[src/rtl/keypad_scan_ctrl.sv]
// keypad_scan_ctrl: 3x4 keypad column scanner, debounce and MCU interrupt handshake.
// Ports: CLK, RST_N (async, active-low), ROW[3:0] in (async), COL[2:0] out (one-hot),
//        KEY_CODE[3:0], KEY_VALID, INTR, OVERRUN out, INTR_ACK in.
// Option: define KP_REPEAT_EN to re-raise INTR every REPEAT_DLY cycles while a key is held.
module keypad_scan_ctrl #(
  parameter int SCAN_DIV     = 4,
  parameter int DEBOUNCE_CNT = 8,
  parameter int REPEAT_DLY   = 64
) (
  input  logic       CLK,
  input  logic       RST_N,
  input  logic [3:0] ROW,
  output logic [2:0] COL,
  output logic [3:0] KEY_CODE,
  output logic       KEY_VALID,
  output logic       INTR,
  input  logic       INTR_ACK,
  output logic       OVERRUN
);

  localparam int DW = $clog2(SCAN_DIV);
  localparam int CW = $clog2(DEBOUNCE_CNT + 1);

  typedef enum logic [1:0] {
    S_SCAN,
    S_DEB,
    S_HOLD
  } state_e;

  state_e        state_q, state_d;
  logic [3:0]    row_m_q, row_s_q;
  logic [2:0]    col_q, col_d;
  logic [DW-1:0] dwell_q, dwell_d;
  logic [CW-1:0] cnt_q, cnt_d;
  logic [3:0]    row_lat_q, row_lat_d;
  logic [3:0]    code_q, code_d;
  logic          valid_q, valid_d;
  logic          intr_q, intr_d;
  logic          ovr_q, ovr_d;
  logic          accept;
  logic          irq_set;
  logic          row_one;
  logic [2:0]    col_nxt;

  function automatic logic [3:0] map_key(input logic [3:0] r,
                                         input logic [2:0] c);
    logic [3:0] ci;
    logic [3:0] k;
    ci = 4'd0;
    unique case (1'b1)
      c[1]:    ci = 4'd1;
      c[2]:    ci = 4'd2;
      default: ci = 4'd0;
    endcase
    k = 4'd0;
    unique case (1'b1)
      r[0]:    k = 4'd1 + ci;
      r[1]:    k = 4'd4 + ci;
      r[2]:    k = 4'd7 + ci;
      r[3]:    k = (ci == 4'd0) ? 4'hA :
                   (ci == 4'd1) ? 4'h0 : 4'hB;
      default: k = 4'd0;
    endcase
    return k;
  endfunction

  // zero or several rows high is not a usable single-key reading
  assign row_one = (row_s_q != 4'd0) &&
                   ((row_s_q & (row_s_q - 4'd1)) == 4'd0);
  assign col_nxt = {col_q[1:0], col_q[2]};

  always_comb begin
    state_d   = state_q;
    col_d     = col_q;
    dwell_d   = dwell_q;
    cnt_d     = cnt_q;
    row_lat_d = row_lat_q;
    code_d    = code_q;
    valid_d   = valid_q;
    accept    = 1'b0;
    unique case (state_q)
      S_SCAN: begin
        if (dwell_q == DW'(SCAN_DIV - 1)) begin
          dwell_d = '0;
          if (row_one) begin
            row_lat_d = row_s_q;
            cnt_d     = '0;
            state_d   = S_DEB;
          end else begin
            col_d = col_nxt;
          end
        end else begin
          dwell_d = dwell_q + 1'b1;
        end
      end
      S_DEB: begin
        if (row_s_q == row_lat_q) begin
          if (cnt_q == CW'(DEBOUNCE_CNT - 1)) begin
            cnt_d   = '0;
            accept  = 1'b1;
            code_d  = map_key(row_lat_q, col_q);
            valid_d = 1'b1;
            state_d = S_HOLD;
          end else begin
            cnt_d = cnt_q + 1'b1;
          end
        end else begin
          cnt_d   = '0;
          col_d   = col_nxt;
          state_d = S_SCAN;
        end
      end
      S_HOLD: begin
        if (row_s_q == 4'd0) begin
          if (cnt_q == CW'(DEBOUNCE_CNT - 1)) begin
            cnt_d   = '0;
            valid_d = 1'b0;
            col_d   = col_nxt;
            state_d = S_SCAN;
          end else begin
            cnt_d = cnt_q + 1'b1;
          end
        end else begin
          cnt_d = '0;
        end
      end
      default: state_d = S_SCAN;
    endcase
  end

`ifdef KP_REPEAT_EN
  localparam int RW = $clog2(REPEAT_DLY + 1);

  logic [RW-1:0] rep_q, rep_d;
  logic          rep_fire;

  always_comb begin
    rep_d    = '0;
    rep_fire = 1'b0;
    if (state_q == S_HOLD && row_s_q == row_lat_q) begin
      if (rep_q == RW'(REPEAT_DLY - 1)) begin
        rep_fire = 1'b1;
      end else begin
        rep_d = rep_q + 1'b1;
      end
    end
  end

  always_ff @(posedge CLK or negedge RST_N) begin
    if (!RST_N) rep_q <= '0;
    else        rep_q <= rep_d;
  end

  assign irq_set = accept | rep_fire;
`else
  assign irq_set = accept;
`endif

  // a new interrupt beats a same-cycle ack; it only flags
  // overrun when the previous one is left unacknowledged
  always_comb begin
    intr_d = intr_q;
    ovr_d  = ovr_q;
    if (irq_set) begin
      intr_d = 1'b1;
      if (intr_q) ovr_d = ~INTR_ACK;
    end else if (intr_q && INTR_ACK) begin
      intr_d = 1'b0;
      ovr_d  = 1'b0;
    end
  end

  always_ff @(posedge CLK or negedge RST_N) begin
    if (!RST_N) begin
      row_m_q   <= 4'd0;
      row_s_q   <= 4'd0;
      state_q   <= S_SCAN;
      col_q     <= 3'b001;
      dwell_q   <= '0;
      cnt_q     <= '0;
      row_lat_q <= 4'd0;
      code_q    <= 4'd0;
      valid_q   <= 1'b0;
      intr_q    <= 1'b0;
      ovr_q     <= 1'b0;
    end else begin
      row_m_q   <= ROW;
      row_s_q   <= row_m_q;
      state_q   <= state_d;
      col_q     <= col_d;
      dwell_q   <= dwell_d;
      cnt_q     <= cnt_d;
      row_lat_q <= row_lat_d;
      code_q    <= code_d;
      valid_q   <= valid_d;
      intr_q    <= intr_d;
      ovr_q     <= ovr_d;
    end
  end

  assign COL       = col_q;
  assign KEY_CODE  = code_q;
  assign KEY_VALID = valid_q;
  assign INTR      = intr_q;
  assign OVERRUN   = ovr_q;

endmodule

[config.mk]
export PLATFORM = sky130hd
export DESIGN_NAME = keypad_scan_ctrl
export DESIGN_NICKNAME = d
export VERILOG_FILES = /design/src/rtl/keypad_scan_ctrl.sv
export SDC_FILE = /design/constraint.sdc
export NUM_CORES = 1
export LEC_CHECK = 0
export CORE_ASPECT_RATIO = 0.75
export CORE_UTILIZATION = 59
export DETAILED_ROUTE_END_ITERATION = 10
export PLACE_DENSITY_LB_ADDON = 0.25
export SETUP_SLACK_MARGIN = 0.15
export SYNTH_ARGS = -nofsm -noshare
export SYNTH_HDL_FRONTEND = slang
export SYNTH_SLANG_ARGS = --single-unit
[constraint.sdc]
create_clock -name CLK -period 3.65 [get_ports CLK]
set_clock_uncertainty 0.2 [all_clocks]
set_input_delay 0.73 -clock CLK [delete_from_list [all_inputs] [get_ports CLK]]
set_output_delay 0.73 -clock CLK [all_outputs]
set_load 0.03 [all_outputs]
### Yosys cells after proc, flatten, opt, wreduce, memory -nomap -nowiden

Cells that the tools add are included.

| cells by class | value |
|---|---|
| $add $sub $neg | 6 |
| eq/ne operators | 16 |
| mux-type cells | 39 |
| bitwise gates (word level) | 2 |
| reductions and logical operators | 17 |

Operator list:

| kind | count |
|---|---|
| $mux W4 | 10 |
| $ne A2 B2 Y1 const B | 9 |
| $pmux W4 S4 | 1 |
| $mux W3 | 5 |
| $mux W2 | 7 |
| $logic_not A4 Y1 | 3 |
| $pmux W4 S3 | 1 |
| $mux W1 | 11 |
| $reduce_and A5 Y1 | 2 |
| $pmux W3 S3 | 1 |
| $reduce_and A3 Y1 | 3 |
| $add A3 B4 Y4 const A | 2 |
| $pmux W2 S3 | 1 |
| $reduce_and A6 Y1 | 1 |
| $add A1 B4 Y4 const A | 1 |
| $add A4 B1 Y4 const B | 1 |
| $and A4 B4 Y4 | 1 |
| $eq A2 B2 Y1 const B | 2 |
| $eq A4 B1 Y1 const B | 1 |
| $eq A4 B3 Y1 const B | 1 |
| $eq A4 B4 Y1 | 1 |
| $pmux W2 S2 | 1 |
| $reduce_bool A2 Y1 | 2 |
| $reduce_bool A4 Y1 | 1 |
| other kinds (10) | 11 |

| storage, ports and cells | value |
|---|---|
| register bits after elaboration | 30 |
| input port bits | 7 |
| output and inout bits | 10 |
| word-level logic and storage cells | 91 |

### Longest topological paths before layout

Gate-level depths: netlist of the first run.

| logic depth | value |
|---|---|
| depth after elaboration | 8 |
| depth in mapped cells | 7 |

### Worst setup path after synthesis of the first run

Ideal clock, no wire load.

| path | value |
|---|---|
| kind | flip-flop to flip-flop |
| start point | register state_q[0] |
| end point | register cnt_q[3] |
| setup time | 0.121 ns |
| arrival | 1.734 ns |
| slack | 1.595 ns |
| stages on the path, launching flop included | 8 |
| buffers on the path | 0 |
| path through | dfrtp_1 inv_1 ha_1 inv_1 nor2_1 or4_4 o21bai_1 a22o_1 |

| on the way | value |
|---|---|
| longest elaborated chain between the ends | 3 |

Ends and longest elaborated chain:

| item | line | text |
|---|---|---|
| from (decl) | 30 | `state_e state_q, state_d;` |
| from (signal assigned) | 189 | `state_q <= state_d;` |
| $eq A2 B2 Y1 (tied with other cells) | 81 | `unique case (state_q)` |
| $reduce_bool A3 Y1 (no source line) or $ne A2 B2 Y1 (tied branches) | n/a |  |
| $reduce_and A3 Y1 (no source line) | n/a |  |
| to (signal assigned) | 192 | `cnt_q <= cnt_d;` |
| to (decl) | 34 | `logic [CW-1:0] cnt_q, cnt_d;` |

Several ways; a longest one is shown, not always the timed one.
A chain may end at the register's enable or synchronous reset.

### Worst setup path after layout of the first run

| path | value |
|---|---|
| start point | register col_q[1], in the netlist COL[1] |
| end point | output port COL[1] |

RTL lines:

| item | line | text |
|---|---|---|
| from (decl) | 32 | `logic [2:0] col_q, col_d;` |
| from (signal assigned) | 190 | `col_q <= col_d;` |
| to (decl) | 13 | `output logic [2:0] COL,` |

No word-level cell between the ends.

==> results_dict.tcl, run 1 <==
set metrics [dict create \
    routed_via_density 5.79 \
    endpoint_kind "primary output" \
    final_nets 169 \
    syn-cell-area_um2 1530 \
    path_max_fanout 8 \
    async_flop_share_pct 100 \
    grt_overflow_total 0 \
    antenna_left 0 \
    rows 15 \
    grt_max_degree 31 \
    rsz0062_at_grt "false" \
    ctsHoldBuffers 0 \
    first_pass_iters 4 \
    slew_headroom_pct 63.1 \
    drt-total-wl_um 2820 \
    grt_pass1_wl_um 4640 \
    synth_top_family_by_area "simple AND/OR/NAND/NOR gates" \
    cp.buffers_inverters 1 \
    cts_root_buf "clkbuf_4" \
    pin_count 17 \
    path_class "register to primary output" \
    finalCritPeriodShare_pct 67.9 \
    synth-compound-area-share_pct 12.5 \
    path_clk_slew_ns 0.08 \
    synth_xor_area_share_pct 2.86 \
    pre_cts_slack_ns 1.37 \
    final.min_clock_period_ns 2.48 \
    outcome "completed" \
    crit_path_max_incr_delay_ns 0.73 \
    crit_family "buffers and inverters" \
    cp.required_ns 2.72 \
    ir_drop_mv 0.381 \
    syn_to_final_growth_pct 16.8 \
    grt_pass1_vias 1049 \
    synthAdderAreaFrac_pct 8.99 \
    power_uw 974 \
    slowest_stage "clkdlybuf4s50_1" \
    tightestPinTransition_ns 0.551 \
    dp_hpwl_um 2150 \
    max_cap_viol_count 0 \
    wl_per_cell_um 15.1 \
    ys_seq_area_share_pct 49.1 \
    initial_core_util_pct 64.2 \
    finalSetupViolations 0 \
    fp.dieArea_um2 2800 \
    ctsResizeCount 0 \
    cp.arrival_ns 1.55 \
    yosys_warnings 0 \
    grt_use_total_pct 23.9 \
    vias 1077 \
    power_density_nw_per_um2 545 \
    max_freq_mhz 404 \
    hold_class "register to register" \
    post_synth.cell_area_avg_um2 11.7 \
    yosys.area_share.simple_pct 14.6 \
    portBuffers 16 \
    reg2reg_setup_slack_ns 1.32 \
    cellLeakagePower_nw 0.786 \
    antenna_found_initial 0 \
    synth_fp_nets 149 \
    htreeDepth 2 \
    drc 0 \
    drv_slew 0 \
    synth_ff_type "dfrtp_1" \
    first_iter_violations 45 \
    syn_inst 131 \
    fin_ws_ns 1.17 \
    antenna_cells 0 \
    path_cells "clkdlybuf4s50_1" \
    numCtsBuffers 5 \
    die_w_um 60.8 \
    clockBufferDepth 2 \
    final_layout_size_suffix_gt1_share_pct 15.1 \
    muxShareOfSynthArea_pct 7.85 \
    synthDistinctLibCells 40 \
    start_kind "register" \
    core-area_um2 2380 \
    cts_sinks 30 \
    die_y_um 46.1 \
    place_congestion 0.803 \
    synth-seq-cells 30 \
    hold_viol_final 0 \
    clkLatencyLatePin_ns 0.32 \
    cts_tree "done" \
    cts_setup_buffers 0 \
    final.setup.tns_ns 0 \
    synth-edff-count 0 \
]
==> worst register-to-register path: stages (launching register included) <==
cell and delay (ns):
dfrtp_1 0.44, inv_1 0.10, ha_1 0.24, inv_1 0.15, nor2_1 0.12, or4_4 0.56, o21bai_1 0.18, a22o_1 0.23
==> cells in the final DEF (no fill, tap or decap), types with 2 or more instances in the layout <==
master	netlist	routed
nor2_1	13	13
inv_1	8	8
nand3b_1	2	2
xnor2_1	4	4
nor3b_1	2	2
clkbuf_8	0	3
mux2_2	8	8
o22ai_1	2	2
nand3_1	2	2
clkbuf_4	0	5
a221oi_1	2	2
clkdlybuf4s50_1	0	16
nand2b_1	2	2
a31oi_1	3	3
a22o_1	4	4
ha_1	11	11
mux2i_1	3	3
dfrtp_1	29	29
and3_1	3	3
o21bai_1	2	2
nor4b_1	2	2
a21oi_1	5	5
nand2_1	3	3
==> state kept, by name, indices dropped and copies added, names as in the netlist <==
name	count
KEY_CODE	4
cnt_q	4
row_lat_q	4
row_m_q	4
row_s_q	4
COL	3
dwell_q	2
state_q	2
INTR	1
KEY_VALID	1
OVERRUN	1
==> synth_stat cells, drive strengths merged, types with 2 or more instances <==
library cell	count	area share, %
a21oi	5	1.6
a221oi	2	1.1
a22o	4	2.3
a31oi	3	1.2
and3	3	1.2
buf	4	2.0
dfrtp	29	47
ha	11	9.0
inv	8	2.0
mux2	8	5.9
mux2i	3	2.0
nand2	3	0.74
nand2b	2	0.82
nand3	2	0.65
nand3b	2	0.98
nor2	13	3.2
nor3	2	0.98
nor3b	2	0.98
nor4	2	2.2
nor4b	2	1.1
o21bai	2	0.98
o22ai	2	0.82
xnor2	4	2.3
==> report_power, final <==
part,leakage [nW],switching (mW),internal [mW]
Sequential,0.382,0.0557,0.379
Combinational,0.359,0.155,0.147
Clock,0.0446,0.107,0.132
==> final cells by class <==
class	count	area, µm²
repair buffers	17	168
well taps	34	42.5
fillers	176	596
clock buffers	8	78.8
multi-input cells	89	717
flip-flops and latches	30	752
inverters	8	30.0
==> per-stage QoR <==
step | hold slack (ns) | util [%] | cells | instance area (µm²)
6_report | 0.150 | 75.0 | 186 | 1790
5_1_grt | 0.159 | 75.0 | 186 | 1790
3_5_place_dp | 0.136 | 71.7 | 178 | 1710
4_1_cts | 0.155 | 75.0 | 186 | 1790
2_1_floorplan | 0.131 | - | 131 | 1530
3_3_place_gp | 0.132 | 71.7 | 178 | 1710
==> path summary, 6_finish.rpt <==
path | start | endpoint | depth (start not counted)
max in group asynchronous | RST_N | COL[0]$_DFFE_PN1P_ | 2
min | row_m_q[0]$_DFF_PN0_ | row_s_q[0]$_DFF_PN0_ | 0
min in group asynchronous | RST_N | INTR$_DFFE_PN0P_ | 2
max | COL[1]$_DFFE_PN0P_ | COL[1] | 1
min reg2reg | row_m_q[0]$_DFF_PN0_ | row_s_q[0]$_DFF_PN0_ | 0
max reg2reg | state_q[1]$_DFFE_PN0P_ | cnt_q[3]$_DFFE_PN0P_ | 7
==> per-layer routing <==
metal	vias up	global-route usage [%]	wire, µm
met5	-	0	0
met4	0	9.55	34
met3	4	5.90	136
met2	32	40.0	1360
met1	532	30.1	1290
li1	509	-	-
==> cell families (layout without fill, tap and decap cells) <==
logic type / Yosys count / in the layout
xor+xnor: 5 / 5
flops: 30 / 30
compound gates: 26 / 26
mux: 11 / 11
simple gates: 36 / 36
buf+inv: 12 / 33
fa+ha+maj: 11 / 11
(Power assumes the default switching activity.)
==> run 2: changes to the inputs <==
CORE_UTILIZATION = 55   (was 59)
clock period = 2.5 ns   (was 3.65 ns; I/O delays follow)
==> run 2 against run 1 <==
Effect of this change:
- global-route usage is 2.0 points lower
- final cell count is 2.7% higher
- total power is 47% higher
- sequential share of layout area is 0.69 points lower
- final area is 1.7% higher
- core utilization is 5.7 points lower
- worst hold slack better by 0.0021 ns
- clock-buffer cell count is 2 lower
- critical path depth is 5 higher
- die area is 7.0% higher
==> results_dict.tcl, run 2 (same netlist as run 1, synthesis figures left out) <==
set metrics [dict create \
    start_kind "register" \
    clkLatencyLatePin_ns 0.28 \
    timing.rr.start "row_s_q[1]$_DFF_PN0_" \
    wl_per_cell_um 14.2 \
    max_freq_mhz 444 \
    final.setup.tns_ns 0 \
    antenna_left 0 \
    final.min_clock_period_ns 2.25 \
    grt_pass1_wl_um 4680 \
    pin_count 17 \
    cts_sinks 30 \
    path_clk_slew_ns 0.06 \
    crit_path_max_incr_delay_ns 0.50 \
    grt_use_met1_pct 27.6 \
    hold_ws_ns 0.153 \
    drv_slew 0 \
    numCtsBuffers 5 \
    rsz0062_at_grt "true" \
    endpoint_kind "register" \
    fillers 193 \
    final_nets 172 \
    fp.dieArea_um2 3000 \
    cp.required_ns 2.46 \
    drt-total-wl_um 2710 \
    drc 0 \
    slowest_stage "dfrtp_1" \
    cp.arrival_ns 2.22 \
    top_usage_layer "met2" \
    grt_pass1_vias 1002 \
    hold_class "register to register" \
    final_layout_size_suffix_gt1_share_pct 17.4 \
    max_cap_viol_count 0 \
    finalCritPeriodShare_pct 90.2 \
    routed_via_density 5.55 \
    vias 1060 \
    die_w_um 62.9 \
    antenna_found_initial 0 \
    grt_overflow_total 0 \
    grt_use_total_pct 21.8 \
    cellLeakagePower_nw 0.800 \
    finalSetupViolations 0 \
    outcome "completed" \
    first_iter_violations 45 \
    cp.buffers_inverters 1 \
    final_common_cell "dfrtp_1" \
    place_congestion 0.816 \
    clockBufferDepth 2 \
    worstSetupStartpoint "row_s_q[1]$_DFF_PN0_" \
    ctsHoldBuffers 0 \
    htreeDepth 2 \
    syn_to_final_growth_pct 18.8 \
    slew_headroom_pct 63.3 \
    cts_root_buf "clkbuf_8" \
    core-area_um2 2620 \
    power_density_nw_per_um2 786 \
    ir_drop_mv 0.434 \
    use_met3_pct 7.62 \
    tightestPinTransition_ns 0.547 \
    dp_hpwl_um 1990 \
    rows 16 \
    final_cell_mix "dfrtp_1 (29), clkdlybuf4s50_1 (16), nor2_1 (13)" \
    crit_family "simple AND/OR/NAND/NOR gates" \
    cts_tree "done" \
    die_y_um 47.7 \
    holdCritStartpoint "row_m_q[2]$_DFF_PN0_" \
    antenna_cells 0 \
    path_cells "nor4_4 > a21bo_2 > o21ai_0 > nor4_2 > buf_4 > mux2_2" \
    grt_util_met2_pct 33.5 \
    path_class "register to register" \
    initial_core_util_pct 58.3 \
    path_max_fanout 9 \
    hold_viol_final 0 \
    grt_max_degree 31 \
    first_pass_iters 4 \
    portBuffers 16 \
]
-- run 2: routing by layer --
metal | up-vias | routed length [µm]
met5 | - | 0
met4 | 0 | 41
met3 | 5 | 119
met2 | 27 | 1230
met1 | 512 | 1320
li1 | 516 | -
-- run 2: cell type report --
cell class / instances / area (µm²) / area share (%)
multi-input combinational: 89 / 718 / 39.5
timing repair buffer: 20 / 190 / 10.5
clock buffer: 6 / 72.6 / 3.99
inverter: 8 / 30.0 / 1.65
sequential: 30 / 752 / 41.4
clock inverter: 2 / 10.0 / 0.551
tap: 36 / 45.0 / 2.48
-- run 2: final timing paths --
check | end | slack [ns] | cells past startpoint
min reg2reg | row_s_q[2]$_DFF_PN0_ | 0.15 | 0
max in group asynchronous | COL[0]$_DFFE_PN1P_ | 1.38 | 2
min in group asynchronous | KEY_CODE[0]$_DFFE_PN0P_ | 0.40 | 2
min | row_s_q[2]$_DFF_PN0_ | 0.15 | 0
max reg2reg | COL[1]$_DFFE_PN0P_ | 0.25 | 6
max | COL[1]$_DFFE_PN0P_ | 0.25 | 6
-- run 2: timing repair --
item	4_1_cts	5_1_grt
gates resized for setup	0	2
setup buffers	0	2
setup endpoints to repair	0	4
-- run 2: metrics by stage --
stage / power, mW / util [%] / worst slack, ns / instances / instance area (µm²)
after CTS: 1.44 / 68.7 / 0.215 / 189 / 1800
after global routing: 1.54 / 69.3 / 0.147 / 191 / 1820
after floorplan: 0.964 / - / 0.445 / 131 / 1530
after detailed placement: 1.08 / 65.6 / 0.252 / 181 / 1720
after global placement: 1.06 / 65.6 / 0.312 / 181 / 1720
final: 1.43 / 69.3 / 0.245 / 191 / 1820
-- run 2: worst register-to-register path, stage by stage (launching register included) --
cell,delay [ns]
dfrtp_1,0.50
nor4_4,0.39
a21bo_2,0.22
o21ai_0,0.12
nor4_2,0.20
buf_4,0.19
mux2_2,0.33
-- run 2: power by group --
group	total, mW	internal [mW]	switching [mW]	leakage, nW
registers	0.630	0.555	0.0754	0.382
clock network	0.356	0.192	0.164	0.0450
logic	0.443	0.227	0.216	0.373
total	1.43	0.974	0.456	0.800
==> run 3: changes to the inputs <==
CAP_MARGIN = 10   (was not set)
CORE_MARGIN = 1   (was not set)
==> results of run 3 <==
No change in the layout: final DEF, timing and power equal those of run 2.
